### config.mk
export PLATFORM = sky130hd
export DESIGN_NAME = layer_sequencer
export DESIGN_NICKNAME = d
export VERILOG_FILES = /design/src/rtl/npu_pkg.sv /design/src/rtl/beat_counter.sv /design/src/rtl/layer_sequencer.sv
export SDC_FILE = /design/constraint.sdc
export NUM_CORES = 1
export LEC_CHECK = 0
export CAP_MARGIN = 40
export CORE_ASPECT_RATIO = 0.8
export CORE_MARGIN = 5
export CORE_UTILIZATION = 46
export DETAILED_ROUTE_END_ITERATION = 12
export PLACE_DENSITY = 0.77
export SETUP_SLACK_MARGIN = 0.05
export SKIP_LAST_GASP = 1
export SYNTH_ARGS = -nofsm -noshare
export SYNTH_HDL_FRONTEND = slang
export SYNTH_SLANG_ARGS = --single-unit
### constraint.sdc
create_clock -name clk -period 1.85 [get_ports clk]
set_input_delay 0.555 -clock clk [delete_from_list [all_inputs] [get_ports clk]]
set_output_delay 0.555 -clock clk [all_outputs]
set_load 0.05 [all_outputs]
### src/rtl/npu_pkg.sv
// npu_pkg: shared constants and types for the layer sequencer.
//   ADDR_W    - width of input-memory and weight addresses (and beat counter)
//   LANES     - number of PE lanes driven by mac_en / act_fn_en
//   LAYER_W   - width of the layer index
//   LANE_ALL  - enable pattern for all lanes
//   seq_state_e - sequencer state encoding
package npu_pkg;

  localparam int unsigned ADDR_W  = 10;
  localparam int unsigned LANES   = 4;
  localparam int unsigned LAYER_W = 4;

  localparam logic [LANES-1:0] LANE_ALL = 4'b1111;

  typedef enum logic [2:0] {
    S_IDLE    = 3'd0,
    S_FETCH   = 3'd1,
    S_MAC     = 3'd2,
    S_ACT     = 3'd3,
    S_CAPTURE = 3'd4,
    S_DONE    = 3'd5
  } seq_state_e;

  // Beat count for a layer: first layer uses the input count, later ones the hidden width.
  function automatic logic [ADDR_W-1:0] beat_limit(input logic first_layer,
                                                    input int unsigned n_l0,
                                                    input int unsigned n_hl);
    return first_layer ? ADDR_W'(n_l0) : ADDR_W'(n_hl);
  endfunction

endpackage

### src/rtl/beat_counter.sv
// beat_counter: counts accepted weight beats within one MAC phase.
// Ports:
//   clk, rst - clock and synchronous active-high reset
//   load     - clear the count (entry into MAC)
//   en       - one beat accepted this cycle
//   limit    - number of beats in the current layer
//   tc_c     - combinational: this enabled beat is the last one of the layer
module beat_counter
  import npu_pkg::*;
(
  input  logic              clk,
  input  logic              rst,
  input  logic              load,
  input  logic              en,
  input  logic [ADDR_W-1:0] limit,
  output logic              tc_c
);

  logic [ADDR_W-1:0] count;

  always_ff @(posedge clk) begin
    if (rst || load) begin
      count <= '0;
    end else if (en) begin
      count <= count + ADDR_W'(1);
    end
  end

  assign tc_c = en && (count == limit - ADDR_W'(1));

endmodule

### src/rtl/layer_sequencer.sv
// layer_sequencer: steps a small MLP through its layers. For each layer it
// requests a weight stream, runs one MAC beat per valid weight word, holds the
// activation stage for ACT_LAT cycles, then either captures accumulators into
// the inter-layer buffer or flags the final results.
// Ports:
//   clk, rst       - clock and synchronous active-high reset
//   start          - run request, honoured only when idle
//   w_ack, w_valid - arbiter grant / weight word valid
//   busy, done     - run in progress / one-cycle completion pulse
//   w_req          - weight stream request
//   mac_en         - per-lane MAC enable
//   act_fn_en      - per-lane activation enable
//   feed_through   - capture accumulators into inter-layer buffer
//   res_valid      - final-layer results valid
//   buf_shift      - advance inter-layer buffer one word
//   in_sel         - operand source: 0 input memory, 1 inter-layer buffer
//   in_addr        - input memory address
//   w_addr         - weight word address
//   layer_no       - current layer index
// All outputs are registers updated alongside the state register.
module layer_sequencer
  import npu_pkg::*;
#(
  parameter int unsigned N_INPUTS_L0  = 785,
  parameter int unsigned N_HIDDEN     = 2,
  parameter int unsigned N_NEURONS_HL = 28,
  parameter int unsigned ACT_LAT      = 2
) (
  input  logic               clk,
  input  logic               rst,
  input  logic               start,
  input  logic               w_ack,
  input  logic               w_valid,
  output logic               busy,
  output logic               done,
  output logic               w_req,
  output logic [LANES-1:0]   mac_en,
  output logic [LANES-1:0]   act_fn_en,
  output logic               feed_through,
  output logic               res_valid,
  output logic               buf_shift,
  output logic               in_sel,
  output logic [ADDR_W-1:0]  in_addr,
  output logic [ADDR_W-1:0]  w_addr,
  output logic [LAYER_W-1:0] layer_no
);

  localparam int unsigned ACT_W = (ACT_LAT > 1) ? $clog2(ACT_LAT) : 1;

  seq_state_e        state;
  logic [ACT_W-1:0]  act_cnt;
  logic              first_layer;
  logic              final_layer;
  logic              beat_load;
  logic              beat_en;
  logic              beat_last;
  logic [ADDR_W-1:0] limit;

  assign first_layer = (layer_no == '0);
  assign final_layer = (layer_no == LAYER_W'(N_HIDDEN));
  assign limit       = beat_limit(first_layer, N_INPUTS_L0, N_NEURONS_HL);

  // Counter restarts on the grant edge so every MAC phase begins at zero.
  assign beat_load = (state == S_FETCH) && w_ack;
  assign beat_en   = (state == S_MAC) && w_valid;

  beat_counter u_beat_counter (
    .clk   (clk),
    .rst   (rst),
    .load  (beat_load),
    .en    (beat_en),
    .limit (limit),
    .tc_c  (beat_last)
  );

  // State and registered outputs; outputs reflect the state being entered.
  always_ff @(posedge clk) begin
    if (rst) begin
      state        <= S_IDLE;
      act_cnt      <= '0;
      busy         <= 1'b0;
      done         <= 1'b0;
      w_req        <= 1'b0;
      mac_en       <= '0;
      act_fn_en    <= '0;
      feed_through <= 1'b0;
      res_valid    <= 1'b0;
      buf_shift    <= 1'b0;
      in_sel       <= 1'b0;
      in_addr      <= '0;
      w_addr       <= '0;
      layer_no     <= '0;
    end else begin
      // Single-cycle strobes default low.
      mac_en       <= '0;
      buf_shift    <= 1'b0;
      feed_through <= 1'b0;
      res_valid    <= 1'b0;
      done         <= 1'b0;

      case (state)
        S_IDLE: begin
          if (start) begin
            state    <= S_FETCH;
            busy     <= 1'b1;
            w_req    <= 1'b1;
            in_sel   <= 1'b0;
            in_addr  <= '0;
            w_addr   <= '0;
            layer_no <= '0;
          end
        end

        S_FETCH: begin
          if (w_ack) begin
            state <= S_MAC;
            w_req <= 1'b0;
          end
        end

        S_MAC: begin
          // A low w_valid is a stall: nothing advances.
          if (w_valid) begin
            mac_en <= LANE_ALL;
            w_addr <= w_addr + ADDR_W'(1);
            if (first_layer) begin
              in_addr <= in_addr + ADDR_W'(1);
            end else begin
              buf_shift <= 1'b1;
            end
            if (beat_last) begin
              state     <= S_ACT;
              act_fn_en <= LANE_ALL;
              act_cnt   <= '0;
            end
          end
        end

        S_ACT: begin
          if (act_cnt == ACT_W'(ACT_LAT - 1)) begin
            state     <= S_CAPTURE;
            act_fn_en <= '0;
            if (final_layer) begin
              res_valid <= 1'b1;
            end else begin
              feed_through <= 1'b1;
            end
          end else begin
            act_cnt <= act_cnt + ACT_W'(1);
          end
        end

        S_CAPTURE: begin
          if (final_layer) begin
            state <= S_DONE;
            done  <= 1'b1;
          end else begin
            state    <= S_FETCH;
            w_req    <= 1'b1;
            in_sel   <= 1'b1;
            layer_no <= layer_no + LAYER_W'(1);
          end
        end

        S_DONE: begin
          state <= S_IDLE;
          busy  <= 1'b0;
        end

        default: begin
          state <= S_IDLE;
          busy  <= 1'b0;
          w_req <= 1'b0;
        end
      endcase
    end
  end

endmodule

# After elaboration in Yosys (flattened, before gate mapping)

Cells that the tools add are included.
Widths: inputs -> output; s select.

Bits in registers: 53
Bits of input ports: 5
Output and inout bits: 39
Word-level logic and storage cells: 101

$add $sub $neg: 6
Equal/unequal tests: 14
Mux-type cells: 36
Bitwise logic cells: 7
Reduce and logical (&&, ||, !) cells: 23

Operators with widths:

| kind                  | count |
|---|---|
| $mux 10               | 5 |
| $pmux 10 s2           | 2 |
| $add 10x1->10 const B | 3 |
| $mux 4                | 6 |
| $mux 3                | 6 |
| $pmux 4 s2            | 2 |
| $pmux 3 s5            | 1 |
| $ne 2x2->1 const B    | 7 |
| $reduce_and 4->1      | 3 |
| $eq 10x10->1          | 1 |
| $mux 1                | 10 |
| $sub 10x1->10 const B | 1 |
| $reduce_and 3->1      | 3 |
| $reduce_or 3->1       | 3 |
| $not 1->1             | 7 |
| $eq 3x2->1 const B    | 2 |
| $eq 3x3->1 const B    | 2 |
| $pmux 1 s2            | 3 |
| $reduce_bool 2->1     | 3 |
| $reduce_and 5->1      | 1 |
| $add 4x1->4 const B   | 1 |
| $eq 4x2->1 const B    | 1 |
| $logic_not 4->1       | 1 |
| $pmux 1 s4            | 1 |
| 8 further kinds       | 11 |

# Logic depth before layout (Yosys ltp)

Gate-level depths: netlist (run 1).

Depth after elaboration: 8
Gate-level depth with buffers: 6
Mapped depth without buffers: 6

# By module

A second synthesis (run 1) with hierarchy kept.

Cells, all modules: 299
Area total of the unflattened synthesis: 2567.5 um2

By module, submodules not included:

| module          | instances | cells each | area an instance (um2) | sequential area each (um2) |
|---|---|---|---|---|
| layer_sequencer | 1         | 202        | 1803.0                 | 740.7 |
| beat_counter    | 1         | 97         | 764.5                  | 200.2 |

# Worst setup path before layout (run 1)

No wires, ideal clock.

Kind: reg-to-reg
From: register layer_no[0]
To: register layer_no[1]
Setup time: 0.128 ns
Arrival time: 1.953 ns
Required time: 1.722 ns
Setup slack: -0.230 ns
Cell stages (with the launch flop): 7
Buffers on the path: 0
Clock period less this slack: 2.080 ns
Cell sequence: dfxtp_1 > inv_1 > ha_1 > nor3b_1 > a2111o_1 > a22oi_1 > nor2_1

Longest elaborated chain between the ends: 3
Elaborated cells on any way between the ends: 6
Classes of those cells: add/sub: 1; eq/ne: 2; mux: 2; reduce/logical: 1

Ends and longest elaborated chain:

| what                                                  | line                                          | source |
|---|---|---|
| start: declaration                                    | layer_sequencer.sv:45                         | `output logic [LAYER_W-1:0] layer_no` |
| start signal: assignment                              | layer_sequencer.sv:161                        | `layer_no <= layer_no + LAYER_W'(1);` |
| $add 4x1->4 / $eq 4x2->1 (equally long branches)      | layer_sequencer.sv:161, layer_sequencer.sv:60 |  |
| $mux 4 / $ne 2x2->1 (equally long branches)           | -                                             |  |
| $pmux 4 s2 / $reduce_and 3->1 (equally long branches) | -                                             |  |

Several ways; a longest one is shown, not always the timed one. The select of a mux whose other input is x is not followed.
A chain may end at the register's enable or synchronous reset.

# Final worst setup path (run 1)

From: register layer_no[0]
To: register in_addr[0]

Longest elaborated chain between the ends: 3

Ends and longest elaborated chain:

| what                              | line                   | source |
|---|---|---|
| $logic_not 4->1                   | layer_sequencer.sv:59  | `assign first_layer = (layer_no == '0);` |
| $ne 2x2->1 (no source line)       | -                      |  |
| $reduce_and 4->1 (no source line) | -                      |  |
| end signal: assignment            | layer_sequencer.sv:127 | `in_addr <= in_addr + ADDR_W'(1);` |
| end: declaration                  | layer_sequencer.sv:43  | `output logic [ADDR_W-1:0] in_addr,` |

Every way passes these cells.

==> flow_summary.toml, run 1 <==
[die]
starting_density_of_the_core_pct = 47.9
dieArea_um2 = 6310
fp.dieW_um = 87.6
core-area_um2 = 4620
rows = 22
ports_placed_on_the_boundary = 44
die_h_um = 72.1

[logic_synthesis]
synth-xor-area-share_pct = 5.93
ys_seq_area_share_pct = 42.5
synth_flop_cell = "sky130_fd_sc_hd__dfxtp_1"
synthesis.nets = 265
largest_family_of_logic_cells_by_synthesized_area = "simple AND/OR/NAND/NOR gates"
post_synth_inst_count = 254
synth_enable_flop_cells = 0
yosys_warnings = 0
synthAdderAreaFrac_pct = 3.39
synth-seq-cells = 47
post_synth_instance_area_um2 = 2220
synth_compound_area_share_pct = 15.2
synthesis.area_per_instance_um2 = 8.72
synth_mux_area_share_pct = 2.32
synthDistinctLibCells = 45
synthArstFlopShare_pct = 0
synth-simple-area-share_pct = 25.9

[routing]
detailroute.via_count = 2010
drtAntennaViolNets = 0
route.final.wire_length_um = 5280
drt_iter0_markers = 112
vias_per_cell = 5.40
route.layer.met1.wl_um = 2510
post-route-drc-count = 0
drt-pass1-iter-count = 4
maxUsedRoutingLayer = "met4"
met3WireLength_um = 208
wl_met2_um = 2490
wl_per_cell_um = 14.2

[finish]
finish.cell_count_without_fillers = 372
antenna-diode-count = 0
post-route-util_pct = 66.8
design.final.nets = 322
filler_cell_count = 384
syn_to_final_growth_pct = 39.4
drive_above_1_share_pct = 27.6
postLayoutCellArea_um2 = 3090

[place]
dpl.hpwl_um = 3760
port_buffers = 43
numPlacedInstances = 360
globalplace.congestion = 0.786
detailed_place.area_um2 = 2930

[critical_path]
timing.critical_path.from = "layer_no[0]"
timing.critical_path.cells = "inv_4, ha_4, or3b_4, a2111oi_4, buf_4, xnor2_1, nor2_1"
worst_setup_path_start_kind = "register"
peak_fanout_along_the_critical_path = 3
max_stage_delay_ns = 0.39
crit_arrival_ns = 1.95
worst-setup-path-type = "register to register"
reg2reg_from = "layer_no[0]"
cp.required_ns = 2.03
worst_path_max_delay_cell = "sky130_fd_sc_hd__or3b_4"
critical_path.endpoint_type = "register"

[timing]
layout_worst_path_cycle_share_pct = 95.3
worst_pin_slew_ns = 0.440
achievable-frequency_ghz = 0.567
slew_headroom_pct = 70.7
post-route-min-period_ns = 1.76
final-setup-viol-count = 0
drv_slew = 0
timing_hold_violations_final = 0
holdWs_ns = 0.493
final.setup_skew_ns = 0.0111
finalSetupTns_ns = 0
grt_setup_unrepaired = "yes"

[min_path]
hold_class = "register to register"
hold_path.startpoint = "w_addr[9]"

[cts]
cts_root_buffer = "sky130_fd_sc_hd__clkbuf_8"
htreeDepth = 2
clock_tree.buffer_depth = 2
holdBufCountCts = 0
tritoncts.num_buffers = 5
clk-insertion-delay-late_ns = 0.31
clkSinkCount = 47
tritoncts_clock_tree = "built"
path_clk_slew_ns = 0.09

[power_and_ir_drop]
worst_ir_drop_vdd_uv = 373
cellLeakagePower_nw = 1.20
power.density_cell_area_nw_per_um2 = 620

[global_routing]
number_of_antenna_violations_at_the_first_check_in_global_routing = 0
grt-ovfl-total = 0
number_of_global_route_vias_before_repair = 1928
grt_pass1_wl_um = 8920
groute.usage.overall_pct = 17.7
pin_count_of_the_biggest_net_entering_global_routing = 21

[status]
outcome = "finished, final reports clean"

[flow_run]
timing.max_cap.violations = 0
final cells by class:
cell class	instances	area (um2)	area share [%]
Multi-Input combinational cell	186	1210	39.0
Inverter	5	23.8	0.770
Clock inverter	1	5.00	0.162
Tap cell	60	75.1	2.43
Timing Repair Buffer	66	753	24.4
Clock buffer	7	76.3	2.47
Sequential cell	47	950	30.7
path summary, 6_finish.rpt:
path	endpoint	slack (ns)	depth (start not counted)
setup / recovery	in_addr[0]	0.09	7
hold / removal	w_addr[9]	0.49	2
setup reg to reg	in_addr[0]	0.09	7
hold reg to reg	w_addr[9]	0.49	2
logic make-up (layout without fill, tap and decap cells):
logic type	after synthesis	in the layout
fa+ha+maj	6	6
simple gates	107	107
mux	5	5
xor+xnor	15	15
compound gates	53	53
buf+inv	21	79
flops	47	47
layer usage:
layer	vias up	global-route usage, %
met5	-	0
met3	7	4.54
met2	42	27.9
met4	0	6.30
met1	937	23.3
li1	1024	-
layout by cell type (no fill, tap or decap), types with 4 or more instances in the layout:
master / instances
sky130_fd_sc_hd__buf_12: 20
sky130_fd_sc_hd__nand4_1: 11
sky130_fd_sc_hd__or3_1: 12
sky130_fd_sc_hd__nand3_1: 8
sky130_fd_sc_hd__nor2_1: 27
sky130_fd_sc_hd__ha_1: 5
sky130_fd_sc_hd__nand2_1: 14
sky130_fd_sc_hd__xnor2_1: 5
sky130_fd_sc_hd__buf_4: 42
sky130_fd_sc_hd__o21ai_0: 15
sky130_fd_sc_hd__and3_1: 4
sky130_fd_sc_hd__dfxtp_1: 44
sky130_fd_sc_hd__clkbuf_8: 5
sky130_fd_sc_hd__nor3_1: 12
sky130_fd_sc_hd__a21oi_1: 23
sky130_fd_sc_hd__xor2_1: 10
flip-flops by register name, summed over array words and instances, names as in the netlist, 3 cells and up:
signal,cells
layer_no,4
w_addr,10
state,3
u_beat_counter.count,10
in_addr,10
critical path: cells and delay by family, from the launching register on:
| family | cells | cell delay, ns |
|---|---|---|
| fa+ha+maj | 1 | 0.11 |
| compound gates | 1 | 0.38 |
| xor+xnor | 1 | 0.11 |
| flops | 1 | 0.36 |
| simple gates | 2 | 0.45 |
| buf+inv | 2 | 0.24 |
where the power goes:
group	switching (mW)	leakage, nW	internal (mW)
registers	0.0246	0.382	1.02
clock network	0.355	0.0422	0.266
logic	0.140	0.778	0.106
timing repair:
action | 4_1_cts | 5_1_grt
resized for setup | 11 | 4
setup endpoints to repair | 13 | 15
pin swaps | 3 | 5
buffers inserted | 3 | 1
cells in the mapped netlist, types with 2 or more instances:
cell type	n	share of area, %
sky130_fd_sc_hd__dfxtp_1	47	42
sky130_fd_sc_hd__nor2b_1	2	0.56
sky130_fd_sc_hd__inv_1	5	0.85
sky130_fd_sc_hd__o21ai_0	15	3.4
sky130_fd_sc_hd__and4_1	2	0.79
sky130_fd_sc_hd__clkbuf_1	6	1.0
sky130_fd_sc_hd__and2_1	3	0.85
sky130_fd_sc_hd__a21oi_1	23	5.2
sky130_fd_sc_hd__o2111ai_1	2	0.79
sky130_fd_sc_hd__and3_1	4	1.1
sky130_fd_sc_hd__buf_4	7	2.4
sky130_fd_sc_hd__nand4_1	11	3.1
sky130_fd_sc_hd__a22oi_1	2	0.68
sky130_fd_sc_hd__ha_1	6	3.4
sky130_fd_sc_hd__xor2_1	10	4.0
sky130_fd_sc_hd__nor3b_1	2	0.68
sky130_fd_sc_hd__xnor2_1	5	2.0
sky130_fd_sc_hd__o211a_1	2	0.90
sky130_fd_sc_hd__buf_2	2	0.45
sky130_fd_sc_hd__nand2_1	14	2.4
sky130_fd_sc_hd__mux2i_1	4	1.8
sky130_fd_sc_hd__nor2_1	27	4.6
sky130_fd_sc_hd__or3_1	12	3.4
sky130_fd_sc_hd__nand3_1	8	1.8
sky130_fd_sc_hd__nor4_1	2	0.56
sky130_fd_sc_hd__nor3_1	12	2.7
through the flow:
stage	power, mW	setup slack, ns
floorplan	1.21	0.0586
global placement	1.30	-0.359
detailed placement	1.31	-0.414
CTS	1.91	0.0504
global route	1.99	-0.000717
finish	1.92	0.0861
(Power assumes the default switching activity.)
==> inputs of run 2 (changes only) <==
--- a/config.mk
+++ b/config.mk
@@ -5,12 +5,12 @@
 export SDC_FILE = /design/constraint.sdc
 export NUM_CORES = 1
 export LEC_CHECK = 0
+export ABC_AREA = 1
 export CAP_MARGIN = 40
 export CORE_ASPECT_RATIO = 0.8
-export CORE_MARGIN = 5
-export CORE_UTILIZATION = 46
+export CORE_UTILIZATION = 47
 export DETAILED_ROUTE_END_ITERATION = 12
-export PLACE_DENSITY = 0.77
+export PLACE_DENSITY = 0.78
 export SETUP_SLACK_MARGIN = 0.05
 export SKIP_LAST_GASP = 1
 export SYNTH_ARGS = -nofsm -noshare
==> run 2 against run 1 <==
Compared with the run above: synthesized cell count rose by 33%; routed wire length fell by 1.2%; sequential power rose by 11%; non-clock buffer count fell by 10; count of clock-buffer cells in the layout fell by 1; first-iteration DRC count rose by 28%; combinational power rose to 5.2 times the previous value; critical endpoint is now in_addr[8]; largest cell class unchanged.
==> flow_summary.toml, run 2 <==
[routing]
route.final.wire_length_um = 5210
detailroute.via_count = 2252
drt_iter0_markers = 143
drtAntennaViolNets = 0
post-route-drc-count = 0
drt-pass1-iter-count = 4
wl_per_cell_um = 11.5
vias_per_cell = 4.96

[cts]
clk-insertion-delay-late_ns = 0.31
tritoncts.num_buffers = 5
path_clk_slew_ns = 0.09
cts_root_buffer = "sky130_fd_sc_hd__clkbuf_8"
clock_tree.buffer_depth = 2
tritoncts_clock_tree = "built"
htreeDepth = 2
cts_post_setup_buffers_inserted = 0
clkSinkCount = 47
holdBufCountCts = 0
cts_repair_resize_count = 0

[place]
dpl.hpwl_um = 4040
numPlacedInstances = 446
globalplace.congestion = 0.875
port_buffers = 43

[critical_path]
max_stage_delay_ns = 0.51
r2r-end = "in_addr[1]"
worst-setup-path-type = "input port to register"
worst_path_max_delay_cell = "sky130_fd_sc_hd__clkdlybuf4s50_1"
rrSetupSlack_ns = 0.22
critical_path.endpoint_type = "register"
reg2reg_from = "layer_no[1]"
rr_worst_depth = 10
worst_setup_path_start_kind = "input port"
peak_fanout_along_the_critical_path = 7
timing.critical_path.from = "start"
timing.critical_path.cells = "clkdlybuf4s50_1, inv_1, nand2_4, nand2_2, a21oi_2, nand4_1, a21oi_1"
cp.required_ns = 2.09
crit_arrival_ns = 1.90

[timing]
timing_hold_violations_final = 0
achievable-frequency_ghz = 0.605
slew_headroom_pct = 73.4
grt_setup_unrepaired = "yes"
final.setup_skew_ns = 0.00307
post-route-min-period_ns = 1.65
drv_slew = 0
final-setup-viol-count = 0
worst_pin_slew_ns = 0.398
layout_worst_path_cycle_share_pct = 89.4
finalSetupTns_ns = 0
holdWs_ns = 0.466

[finish]
finish.cell_count_without_fillers = 454
layout.cells.most_common = "sky130_fd_sc_hd__nand2_1"
mostFrequentLayoutCells = "sky130_fd_sc_hd__nand2_1 (63), sky130_fd_sc_hd__inv_1 (53), sky130_fd_sc_hd__dfxtp_1 (47)"
syn_to_final_growth_pct = 33.7
reg.largest.list = "in_addr (10), u_beat_counter.count (10), w_addr (10)"
drive_above_1_share_pct = 23.0
filler_cell_count = 462
design.final.nets = 402
antenna-diode-count = 0

[die]
core-area_um2 = 5010
fp.dieW_um = 82.5
ports_placed_on_the_boundary = 44
die_h_um = 66.4
dieArea_um2 = 5480
rows = 23
starting_density_of_the_core_pct = 48.7

[logic_synthesis]
synth.top_cells.by_area = "sky130_fd_sc_hd__dfxtp_1 (39%), sky130_fd_sc_hd__nand2_1 (9.7%), sky130_fd_sc_hd__inv_1 (8.3%)"
largest_family_of_logic_cells_by_synthesized_area = "simple AND/OR/NAND/NOR gates"
synth-seq-cells = 47
synth_common_cells = "sky130_fd_sc_hd__nand2_1 (63), sky130_fd_sc_hd__inv_1 (54), sky130_fd_sc_hd__dfxtp_1 (47)"
yosysTopAreaCell = "sky130_fd_sc_hd__dfxtp_1"
post_synth_inst_count = 338
yosys_warnings = 0
synthAdderAreaFrac_pct = 3.08
synth_flop_cell = "sky130_fd_sc_hd__dfxtp_1"
post_synth_instance_area_um2 = 2440
synthArstFlopShare_pct = 0
synthesis.area_per_instance_um2 = 7.21
synth_enable_flop_cells = 0
synth-simple-area-share_pct = 34.8
synthesis.nets = 349
synthDistinctLibCells = 37
synth_largest_type_area_fraction_pct = 38.6
ys_seq_area_share_pct = 38.6
yosysMostFrequentCell = "sky130_fd_sc_hd__nand2_1"
synth-xor-area-share_pct = 1.44
synth_compound_area_share_pct = 10.7
synth_mux_area_share_pct = 0

[power_and_ir_drop]
cellLeakagePower_nw = 1.38
power_mw = 3.25
worst_ir_drop_vdd_uv = 684
power.density_cell_area_nw_per_um2 = 998

[global_routing]
grt_pass1_wl_um = 8570
groute.usage.overall_pct = 20.6
number_of_global_route_vias_before_repair = 2025
number_of_antenna_violations_at_the_first_check_in_global_routing = 0
pin_count_of_the_biggest_net_entering_global_routing = 15
grt-ovfl-total = 0

[min_path]
timing.hold.worst_path_depth = 2
hold_path.startpoint = "w_req"
hold-path-endpoint = "w_req"
hold_class = "register to register"

[flow_run]
timing.max_cap.violations = 0

[status]
outcome = "finished, final reports clean"
[run 2: power breakdown]
part	total, mW	internal [mW]	switching, mW
clock network	0.788	0.437	0.351
logic	1.29	0.454	0.838
registers	1.17	1.09	0.0833
[run 2: kinds of logic (layout without fill, tap and decap cells)]
family	after synthesis	after routing
AOI/OAI and AO/OA	45	45
and+or+nand+nor	170	170
adders and majority gates	6	6
xor gates and xnor gates	4	4
DFF	47	47
buffers and inverters	66	120
[run 2: worst max path at each step]
stage / end / slack [ns] / cells after the start
finish: in_addr[8] / 0.20 / 7
global route: in_addr[5] / 0.04 / 10
CTS: u_beat_counter.count[7] / 0.14 / 7
detailed placement: u_beat_counter.count[7] / -0.19 / 7
global placement: u_beat_counter.count[7] / -0.13 / 7
floorplan: w_addr[8] / 0.07 / 7
[run 2: through the flow]
| stage | setup WS (ns) | util, % | instance area (um2) |
|---|---|---|---|
| 4_1_cts | 0.141 | 65.0 | 3260 |
| 5_1_grt | 0.0393 | 65.1 | 3260 |
| 2_1_floorplan | 0.0689 | - | 2440 |
| 6_report | 0.197 | 65.1 | 3260 |
| 3_5_place_dp | -0.191 | 62.7 | 3140 |
| 3_3_place_gp | -0.135 | 62.7 | 3140 |
[run 2: cell type report]
type | instances | area (um2) | share of cell area, %
clock buffer | 6 | 82.6 | 2.53
clock inverter | 2 | 35.0 | 1.07
inverter | 56 | 210 | 6.45
multi-input combinational | 225 | 1220 | 37.4
sequential | 47 | 941 | 28.9
tap | 62 | 77.6 | 2.38
timing repair buffer | 56 | 696 | 21.3
[run 2: worst max-delay path, delay by kind of cell]
kind | cells | cell delay, ns
buffers and inverters | 2 | 0.59
AOI/OAI and AO/OA | 2 | 0.43
and+or+nand+nor | 3 | 0.31
[run 2: routing by layer]
| layer | track usage, % | share of wire, % |
|---|---|---|
| met1 | 25.6 | 47 |
| met2 | 34.5 | 48 |
| met3 | 6.21 | 4.3 |
| met4 | 5.17 | 0.84 |
| met5 | 0 | 0 |
==> inputs of run 3 (changes only) <==
--- a/config.mk
+++ b/config.mk
@@ -6,7 +6,7 @@
 export NUM_CORES = 1
 export LEC_CHECK = 0
 export ABC_AREA = 1
-export CAP_MARGIN = 40
+export CAP_MARGIN = 25
 export CORE_ASPECT_RATIO = 0.8
 export CORE_UTILIZATION = 47
 export DETAILED_ROUTE_END_ITERATION = 12
==> results of run 3 <==
Same layout as run 2: the final DEF is identical, and so are final timing and power.
